==> src/rtl/pmu_event_router_pkg.sv <==
// Shared types and helpers for the PMU event router (mode enum, lane config payload, select width).
package pmu_router_pkg;

    localparam int unsigned LANE_SEL_W   = 16;
    localparam int unsigned LANE_PRESC_W = 4;

    typedef enum logic [1:0] {
        ROUTE_OFF   = 2'b00,
        ROUTE_LEVEL = 2'b01,
        ROUTE_RISE  = 2'b10,
        ROUTE_FALL  = 2'b11
    } route_mode_e;

    typedef struct packed {
        logic [LANE_SEL_W-1:0]   sel;
        route_mode_e             mode;
        logic [LANE_PRESC_W-1:0] presc;
    } lane_cfg_t;

    // Select field width: $clog2 with a floor of one bit.
    function automatic int unsigned sel_width(input int unsigned n);
        return (n < 32'd2) ? 32'd1 : $clog2(n);
    endfunction

endpackage

==> src/rtl/pmu_event_router_if.sv <==
// Event/configuration bus between the SoC-side driver (master) and the PMU event router (slave).
interface pmu_event_router_if #(
    parameter int unsigned N_IN    = 32,
    parameter int unsigned N_OUT   = 24,
    parameter int unsigned PRESC_W = 4
);
    localparam int unsigned SEL_W = pmu_router_pkg::sel_width(N_IN);

    logic [N_IN-1:0]          events_i;
    logic [N_OUT*SEL_W-1:0]   cfg_sel_i;
    logic [N_OUT*2-1:0]       cfg_mode_i;
    logic [N_OUT*PRESC_W-1:0] cfg_presc_i;
    logic                     cfg_we_i;
    logic                     commit_i;
    logic [N_OUT-1:0]         events_o;
    logic                     pending_o;

    modport master (
        output events_i, cfg_sel_i, cfg_mode_i, cfg_presc_i, cfg_we_i, commit_i,
        input  events_o, pending_o
    );

    modport slave (
        input  events_i, cfg_sel_i, cfg_mode_i, cfg_presc_i, cfg_we_i, commit_i,
        output events_o, pending_o
    );

endinterface

==> src/rtl/pmu_event_router_lane.sv <==
// One routed lane: select mux, mode qualify, optional prescaler, blanked output flop.
// Prescaler present only when PMU_ROUTER_PRESCALE_EN is defined.
module pmu_router_lane
    import pmu_router_pkg::*;
#(
    parameter int unsigned N_IN    = 32,
    parameter int unsigned PRESC_W = 4
) (
    input  logic            clk_i,
    input  logic            rst_i,
    input  logic            clear_i,
    input  logic [N_IN-1:0] ev_q_i,
    input  logic [N_IN-1:0] ev_qq_i,
    input  lane_cfg_t       cfg_i,
    output logic            event_o
);

    localparam int unsigned SEL_W = sel_width(N_IN);

    logic [SEL_W-1:0]   idx_c;
    logic               sel_ok_c;
    logic               cur_c;
    logic               prev_c;
    logic               hit_c;
    logic [PRESC_W-1:0] presc_c;
    logic               event_d;
    logic               event_q;

    // Out-of-range selects (non-power-of-two N_IN) behave as an off lane.
    assign idx_c    = SEL_W'(cfg_i.sel);
    assign sel_ok_c = (32'(cfg_i.sel) < N_IN);
    assign cur_c    = sel_ok_c & ev_q_i[idx_c];
    assign prev_c   = sel_ok_c & ev_qq_i[idx_c];
    assign presc_c  = PRESC_W'(cfg_i.presc);

    always_comb begin
        hit_c = 1'b0;
        case (cfg_i.mode)
            ROUTE_LEVEL: hit_c = cur_c;
            ROUTE_RISE:  hit_c = cur_c & ~prev_c;
            ROUTE_FALL:  hit_c = ~cur_c & prev_c;
            default:     hit_c = 1'b0;
        endcase
    end

`ifdef PMU_ROUTER_PRESCALE_EN
    localparam int unsigned CNT_W = (32'd1 << PRESC_W) - 32'd1;

    logic [CNT_W-1:0] cnt_q;
    logic [CNT_W-1:0] cnt_d;
    logic [CNT_W-1:0] wrap_c;

    assign wrap_c = (CNT_W'(1) << presc_c) - CNT_W'(1);

    // Pulse on every 2^p-th hit; a commit restarts the count.
    always_comb begin
        cnt_d   = cnt_q;
        event_d = 1'b0;
        if (clear_i) begin
            cnt_d = '0;
        end else if (hit_c) begin
            if (cnt_q == wrap_c) begin
                cnt_d   = '0;
                event_d = 1'b1;
            end else begin
                cnt_d = cnt_q + CNT_W'(1);
            end
        end
    end

    always_ff @(posedge clk_i) begin
        if (rst_i) begin
            cnt_q   <= '0;
            event_q <= 1'b0;
        end else begin
            cnt_q   <= cnt_d;
            event_q <= event_d;
        end
    end
`else
    logic unused_presc;
    assign unused_presc = ^presc_c;

    assign event_d = hit_c & ~clear_i;

    always_ff @(posedge clk_i) begin
        if (rst_i) begin
            event_q <= 1'b0;
        end else begin
            event_q <= event_d;
        end
    end
`endif

    assign event_o = event_q;

endmodule

==> src/rtl/pmu_event_router.sv <==
// Registered PMU event crossbar with per-lane modes and double-buffered (shadow/active) configuration.
// Optional per-lane prescaler enabled by defining PMU_ROUTER_PRESCALE_EN.
module pmu_event_router
    import pmu_router_pkg::*;
#(
    parameter int unsigned N_IN    = 32,
    parameter int unsigned N_OUT   = 24,
    parameter int unsigned PRESC_W = 4
) (
    input  logic                clk_i,
    input  logic                rst_i,
    pmu_event_router_if.slave   rtr_if
);

    localparam int unsigned SEL_W = sel_width(N_IN);

    logic [N_IN-1:0]  ev_q;
    logic [N_IN-1:0]  ev_d;
    logic [N_IN-1:0]  ev_qq;
    logic [N_IN-1:0]  ev_qq_d;
    logic             pending_q;
    logic             pending_d;

    logic [SEL_W-1:0] sh_sel_q   [N_OUT];
    logic [SEL_W-1:0] sh_sel_d   [N_OUT];
    logic [SEL_W-1:0] act_sel_q  [N_OUT];
    logic [SEL_W-1:0] act_sel_d  [N_OUT];
    route_mode_e      sh_mode_q  [N_OUT];
    route_mode_e      sh_mode_d  [N_OUT];
    route_mode_e      act_mode_q [N_OUT];
    route_mode_e      act_mode_d [N_OUT];

`ifdef PMU_ROUTER_PRESCALE_EN
    logic [PRESC_W-1:0] sh_presc_q  [N_OUT];
    logic [PRESC_W-1:0] sh_presc_d  [N_OUT];
    logic [PRESC_W-1:0] act_presc_q [N_OUT];
    logic [PRESC_W-1:0] act_presc_d [N_OUT];
`else
    logic unused_cfg_presc;
    assign unused_cfg_presc = ^rtr_if.cfg_presc_i;
`endif

    logic [N_OUT-1:0] lane_ev;

    // Write loads shadow; commit copies shadow to active, or cfg_* directly when written in the same cycle.
    always_comb begin
        ev_d       = rtr_if.events_i;
        ev_qq_d    = ev_q;
        pending_d  = pending_q;
        sh_sel_d   = sh_sel_q;
        sh_mode_d  = sh_mode_q;
        act_sel_d  = act_sel_q;
        act_mode_d = act_mode_q;
`ifdef PMU_ROUTER_PRESCALE_EN
        sh_presc_d  = sh_presc_q;
        act_presc_d = act_presc_q;
`endif
        for (int k = 0; k < int'(N_OUT); k++) begin
            if (rtr_if.cfg_we_i) begin
                sh_sel_d[k]  = rtr_if.cfg_sel_i[k*SEL_W +: SEL_W];
                sh_mode_d[k] = route_mode_e'(rtr_if.cfg_mode_i[k*2 +: 2]);
`ifdef PMU_ROUTER_PRESCALE_EN
                sh_presc_d[k] = rtr_if.cfg_presc_i[k*PRESC_W +: PRESC_W];
`endif
            end
            if (rtr_if.commit_i) begin
                act_sel_d[k]  = rtr_if.cfg_we_i ? rtr_if.cfg_sel_i[k*SEL_W +: SEL_W] : sh_sel_q[k];
                act_mode_d[k] = rtr_if.cfg_we_i ? route_mode_e'(rtr_if.cfg_mode_i[k*2 +: 2])
                                                : sh_mode_q[k];
`ifdef PMU_ROUTER_PRESCALE_EN
                act_presc_d[k] = rtr_if.cfg_we_i ? rtr_if.cfg_presc_i[k*PRESC_W +: PRESC_W]
                                                 : sh_presc_q[k];
`endif
            end
        end
        if (rtr_if.commit_i) begin
            pending_d = 1'b0;
        end else if (rtr_if.cfg_we_i) begin
            pending_d = 1'b1;
        end
    end

    always_ff @(posedge clk_i) begin
        if (rst_i) begin
            ev_q       <= '0;
            ev_qq      <= '0;
            pending_q  <= 1'b0;
            sh_sel_q   <= '{default: '0};
            act_sel_q  <= '{default: '0};
            sh_mode_q  <= '{default: ROUTE_OFF};
            act_mode_q <= '{default: ROUTE_OFF};
`ifdef PMU_ROUTER_PRESCALE_EN
            sh_presc_q  <= '{default: '0};
            act_presc_q <= '{default: '0};
`endif
        end else begin
            ev_q       <= ev_d;
            ev_qq      <= ev_qq_d;
            pending_q  <= pending_d;
            sh_sel_q   <= sh_sel_d;
            act_sel_q  <= act_sel_d;
            sh_mode_q  <= sh_mode_d;
            act_mode_q <= act_mode_d;
`ifdef PMU_ROUTER_PRESCALE_EN
            sh_presc_q  <= sh_presc_d;
            act_presc_q <= act_presc_d;
`endif
        end
    end

    for (genvar k = 0; k < int'(N_OUT); k++) begin : g_lane
        lane_cfg_t lane_cfg;

        always_comb begin
            lane_cfg      = '0;
            lane_cfg.sel  = LANE_SEL_W'(act_sel_q[k]);
            lane_cfg.mode = act_mode_q[k];
`ifdef PMU_ROUTER_PRESCALE_EN
            lane_cfg.presc = LANE_PRESC_W'(act_presc_q[k]);
`endif
        end

        // Commit blanks the output and restarts prescaling on the same edge the new config lands.
        pmu_router_lane #(
            .N_IN    (N_IN),
            .PRESC_W (PRESC_W)
        ) u_lane (
            .clk_i   (clk_i),
            .rst_i   (rst_i),
            .clear_i (rtr_if.commit_i),
            .ev_q_i  (ev_q),
            .ev_qq_i (ev_qq),
            .cfg_i   (lane_cfg),
            .event_o (lane_ev[k])
        );
    end

    assign rtr_if.events_o  = lane_ev;
    assign rtr_if.pending_o = pending_q;

endmodule

==> src/flat_wrapper.sv <==
// flat-port wrapper written by rule: the top's interface ports become plain ports
module pmu_event_router_flat import pmu_router_pkg::*;
#(
    parameter int unsigned N_IN    = 32,
    parameter int unsigned N_OUT   = 24,
    parameter int unsigned PRESC_W = 4
)
  (clk_i, rst_i, rtr_if_events_i, rtr_if_cfg_sel_i, rtr_if_cfg_mode_i, rtr_if_cfg_presc_i, rtr_if_cfg_we_i, rtr_if_commit_i, rtr_if_events_o, rtr_if_pending_o);
  pmu_event_router_if #(.N_IN(N_IN), .N_OUT(N_OUT), .PRESC_W(PRESC_W)) rtr_if_i ();
  input  logic clk_i;
  input  logic rst_i;
  input wire logic [$bits(rtr_if_i.events_i)-1:0] rtr_if_events_i;
  input wire logic [$bits(rtr_if_i.cfg_sel_i)-1:0] rtr_if_cfg_sel_i;
  input wire logic [$bits(rtr_if_i.cfg_mode_i)-1:0] rtr_if_cfg_mode_i;
  input wire logic [$bits(rtr_if_i.cfg_presc_i)-1:0] rtr_if_cfg_presc_i;
  input wire logic [$bits(rtr_if_i.cfg_we_i)-1:0] rtr_if_cfg_we_i;
  input wire logic [$bits(rtr_if_i.commit_i)-1:0] rtr_if_commit_i;
  output wire logic [$bits(rtr_if_i.events_o)-1:0] rtr_if_events_o;
  output wire logic [$bits(rtr_if_i.pending_o)-1:0] rtr_if_pending_o;
  assign rtr_if_i.events_i = rtr_if_events_i;
  assign rtr_if_i.cfg_sel_i = rtr_if_cfg_sel_i;
  assign rtr_if_i.cfg_mode_i = rtr_if_cfg_mode_i;
  assign rtr_if_i.cfg_presc_i = rtr_if_cfg_presc_i;
  assign rtr_if_i.cfg_we_i = rtr_if_cfg_we_i;
  assign rtr_if_i.commit_i = rtr_if_commit_i;
  assign rtr_if_events_o = rtr_if_i.events_o;
  assign rtr_if_pending_o = rtr_if_i.pending_o;
  pmu_event_router #(.N_IN(N_IN), .N_OUT(N_OUT), .PRESC_W(PRESC_W)) u_core (.clk_i(clk_i), .rst_i(rst_i), .rtr_if(rtr_if_i));
endmodule
==> config.mk <==
export PLATFORM = sky130hd
export DESIGN_NAME = pmu_event_router_flat
export DESIGN_NICKNAME = d
export VERILOG_FILES = /design/src/rtl/pmu_event_router_pkg.sv /design/src/rtl/pmu_event_router_if.sv /design/src/rtl/pmu_event_router_lane.sv /design/src/rtl/pmu_event_router.sv /design/src/flat_wrapper.sv
export SDC_FILE = /design/constraint.sdc
export NUM_CORES = 1
export LEC_CHECK = 0
export ABC_AREA = 1
export CELL_PAD_IN_SITES_DETAIL_PLACEMENT = 0
export CELL_PAD_IN_SITES_GLOBAL_PLACEMENT = 1
export CORE_ASPECT_RATIO = 1.75
export CORE_MARGIN = 3
export CORE_UTILIZATION = 41
export DETAILED_ROUTE_END_ITERATION = 8
export PLACE_DENSITY = 0.85
export REMOVE_ABC_BUFFERS = 1
export SYNTH_ARGS = -nofsm -noshare
export SYNTH_HDL_FRONTEND = slang
export SYNTH_HIERARCHICAL = 1
export SYNTH_SLANG_ARGS = --single-unit
==> constraint.sdc <==
create_clock -name clk_i -period 2 [get_ports clk_i]
set_clock_uncertainty 0.15 [all_clocks]
set_input_delay 0.3 -clock clk_i [delete_from_list [all_inputs] [get_ports clk_i]]
set_output_delay 0.3 -clock clk_i [all_outputs]
set_load 0.02 [all_outputs]
==> impl_metrics.yaml <==
min_path:
  hp-class: "input pin to flop"
critical_path:
  worstPathRequired_ns: 2.37
  rrSetupSlack_ns: 0.05
  critPathArrivalTime_ns: 2.32
  crit_path_end_kind: "flop"
  critical_path_class: "flop to flop"
  cp_max_fo: 20
  startpoint_type: "flop"
drt:
  vias: 40400
  drt-wirelength-per-cell_um: 17.8
  antenna_left: 0
  remaining_drc_errors: 0
  viasPerCell: 5.29
  drt_wl_total_um: 136000
  drt_first_pass_iters: 6
  drtIter0Drc: 3503
clock_network:
  clk_latency_ns: 0.61
  htree_levels: 2
  cts_tree: "built"
  cts_setup_buffers: 0
  cts.sinks: 425
  cts_buffers: 43
  clk_pin_slew_ns: 0.07
  root_buffer: "clkbuf_16"
  ctsLongestPathBuffers: 3
synth:
  ys_top_cells_by_area: "nand2_1, dfxtp_1, nand3_1, buf_6, inv_1"
  synthSimpleGateAreaFrac: 0.564
  synthAdderAreaFrac: 0
  synth_xor_area_frac: 0
  synth_top_area_cell: "nand2_1"
  postSynthCellCount: 6005
  yosysWarnings: 6
  muxShareOfSynthArea: 0
  ys_seq_elements: 425
  synth_area_mm2: 0.0358
  synth_top_area_share: 0.249
  synth.distinct_cells: 26
  syn_area_per_cell_um2: 5.95
  synth_top_family_by_area: "simple AND/OR/NAND/NOR gates"
  synth_compound_area_frac: 0.0390
  yosysSeqAreaShare: 0.238
grt:
  grt.total_usage: 0.286
  antenna_found_initial: 0
  first_global_vias: 37300
  grt_pass1_wl_um: 209000
  grt_max_degree: 87
  grt-ovfl-total: 0
job:
  maxCapViolCount: 0
sta:
  finalHoldViolations: 0
  drv_slew: 0
  max-slew-margin-rel: 0.649
  period_minus_slack_ns: 1.95
  setup_viol: 0
  max_slew.worst_pin.slew_ns: 0.527
  finalCritPeriodShare: 0.976
  rsz0062_at_grt: "false"
  holdWs_ns: 0.0593
  setup_ws_ns: 0.0470
  max_freq_mhz: 512
floorplanning:
  io_pins: 325
  die_x_um: 229
  core_mm2: 0.0860
  initial_core_util: 0.416
  rows: 142
  die_y_um: 397
  die_area_mm2: 0.0909
place:
  dp_hpwl_um: 90800
  place_ws_ns: 0.0807
  io_buffers: 228
  place_congestion: 0.932
final_layout:
  nFillCells: 8960
  seqCellArea_mm2: 0.00860
  area_delta_synth_final_pct: 18.5
  drive_gt1_frac: 0.122
  layout.nets: 6758
  multi_input_area_mm2: 0.0226
power_and_ir_drop:
  leakage_uw: 0.0191
  powerDensity_mw_per_mm2: 605
  peakVddDrop_mv: 0.615
status:
  status: "finished, final reports clean"
==> final timing paths <==
| path | start | end | cells after the start |
|---|---|---|---|
| hold / removal | rtr_if_events_i[6] | u_core/ev_q[6]$_SDFF_PP0_ | 3 |
| hold reg to reg | u_core/act_mode_q[46]$_SDFFE_PP0P_ | u_core/act_mode_q[46]$_SDFFE_PP0P_ | 2 |
| setup / recovery | u_core/ev_q[15]$_SDFF_PP0_ | u_core/g_lane[15].u_lane/event_o$_SDFF_PP0_ | 12 |
| setup reg to reg | u_core/ev_q[15]$_SDFF_PP0_ | u_core/g_lane[15].u_lane/event_o$_SDFF_PP0_ | 12 |
==> cell families (layout without fill, tap and decap cells) <==
| family | after synthesis | after routing |
|---|---|---|
| other | 1 | 265 |
| AND/OR/NAND/NOR | 4458 | 4458 |
| buffers and inverters | 929 | 1152 |
| AO/OA/AOI/OAI | 192 | 192 |
| flip-flops | 425 | 425 |
==> state kept, by name, indices dropped and copies added (netlist names) <==
| register | count |
|---|---|
| u_core/ev_qq | 32 |
| u_core/g_lane.u_lane/event_o | 24 |
| u_core/sh_mode_q | 48 |
| u_core/act_mode_q | 48 |
| u_core/act_sel_q | 120 |
| u_core/sh_sel_q | 120 |
| u_core/ev_q | 32 |
| u_core/rtr_if.pending_o | 1 |
==> layer usage <==
| metal | part of all wire | global-route usage | up-vias | routed length, um |
|---|---|---|---|---|
| met5 | 0 | 0 | - | 0 |
| met4 | 0.077 | 0.199 | 0 | 10400 |
| met3 | 0.084 | 0.0445 | 582 | 11500 |
| met2 | 0.46 | 0.472 | 1922 | 62000 |
| met1 | 0.38 | 0.340 | 18100 | 51900 |
| li1 | - | - | 19800 | - |
==> cells in the mapped netlist <==
cell	instances
a21oi_1	77
a21oi_2	115
and3_1	24
buf_1	3
buf_12	9
buf_2	104
buf_4	36
buf_6	173
buf_8	26
clkbuf_1	32
clkinv_2	1
conb_1	1
dfxtp_1	425
inv_1	496
inv_2	24
inv_4	1
inv_8	24
nand2_1	2372
nand2_2	10
nand2_4	90
nand3_1	1517
nand3_2	91
nand4_1	24
nor2_1	257
nor3_1	25
nor4_1	48
==> power breakdown <==
group          leakage, uW  internal [uW]  switching [uW]  total (uW)
Clock             0.000765           5220            3760        8990
Sequential         0.00354           9000             418        9420
Combinational       0.0148           2660            4570        7220
Total               0.0191          16900            8750       25600
==> cell type report <==
cell class	count	share of cell area
clock buffers	56	0.0294
multi-input cells	4914	0.532
clock inverters	22	0.00718
diodes	1	0.0000591
inverters	546	0.0537
well taps	1152	0.0340
repair buffers	528	0.140
flip-flops and latches	425	0.203
==> critical path, stage by stage, from the launching register on <==
cell     delay (ns)
dfxtp_2        0.35
buf_12         0.24
buf_4          0.17
nand2_1        0.06
nand3_1        0.09
nand3_1        0.08
nand3_1        0.08
nand2_1        0.05
nand2_1        0.11
nand4_1        0.15
nand2_1        0.13
nand2_1        0.08
a21oi_2        0.13
==> cells in the final DEF, fill, tap and decap left out, types with 56 or more instances in the layout <==
cell type	Yosys	layout
inv_1	496	496
nand3_2	91	91
a21oi_2	115	115
dfxtp_1	425	364
nor2_1	257	257
buf_12	9	108
clkdlybuf4s50_1	0	203
dfxtp_2	0	56
a21oi_1	77	77
nand3_1	1517	1517
nand2_1	2372	2370
buf_4	36	185
nand2_4	90	90
conb_1	1	264
==> through the flow <==
stage | power [uW] | TNS (ns) | util | instance area [um^2] | std cells
detailed placement | 16700 | 0 | 0.473 | 40700 | 7560
CTS | 25700 | 0 | 0.491 | 42200 | 7640
global placement | 16600 | 0 | 0.473 | 40700 | 7560
floorplan | 13500 | -229.20 | - | 33300 | 5885
global route | 26900 | 0 | 0.493 | 42400 | 7643
finish | 25600 | 0 | 0.493 | 42400 | 7644
==> what timing repair did <==
item | 4_1_cts | 5_1_grt
setup endpoints to repair | 20 | 15
pin swaps | 0 | 1
endpoints found under the hold margin | 20 | 0
hold buffers | 2 | 0
gates resized for setup | 20 | 21
cloned | 0 | 3
Note: power is estimated with default switching activity, not from simulation.
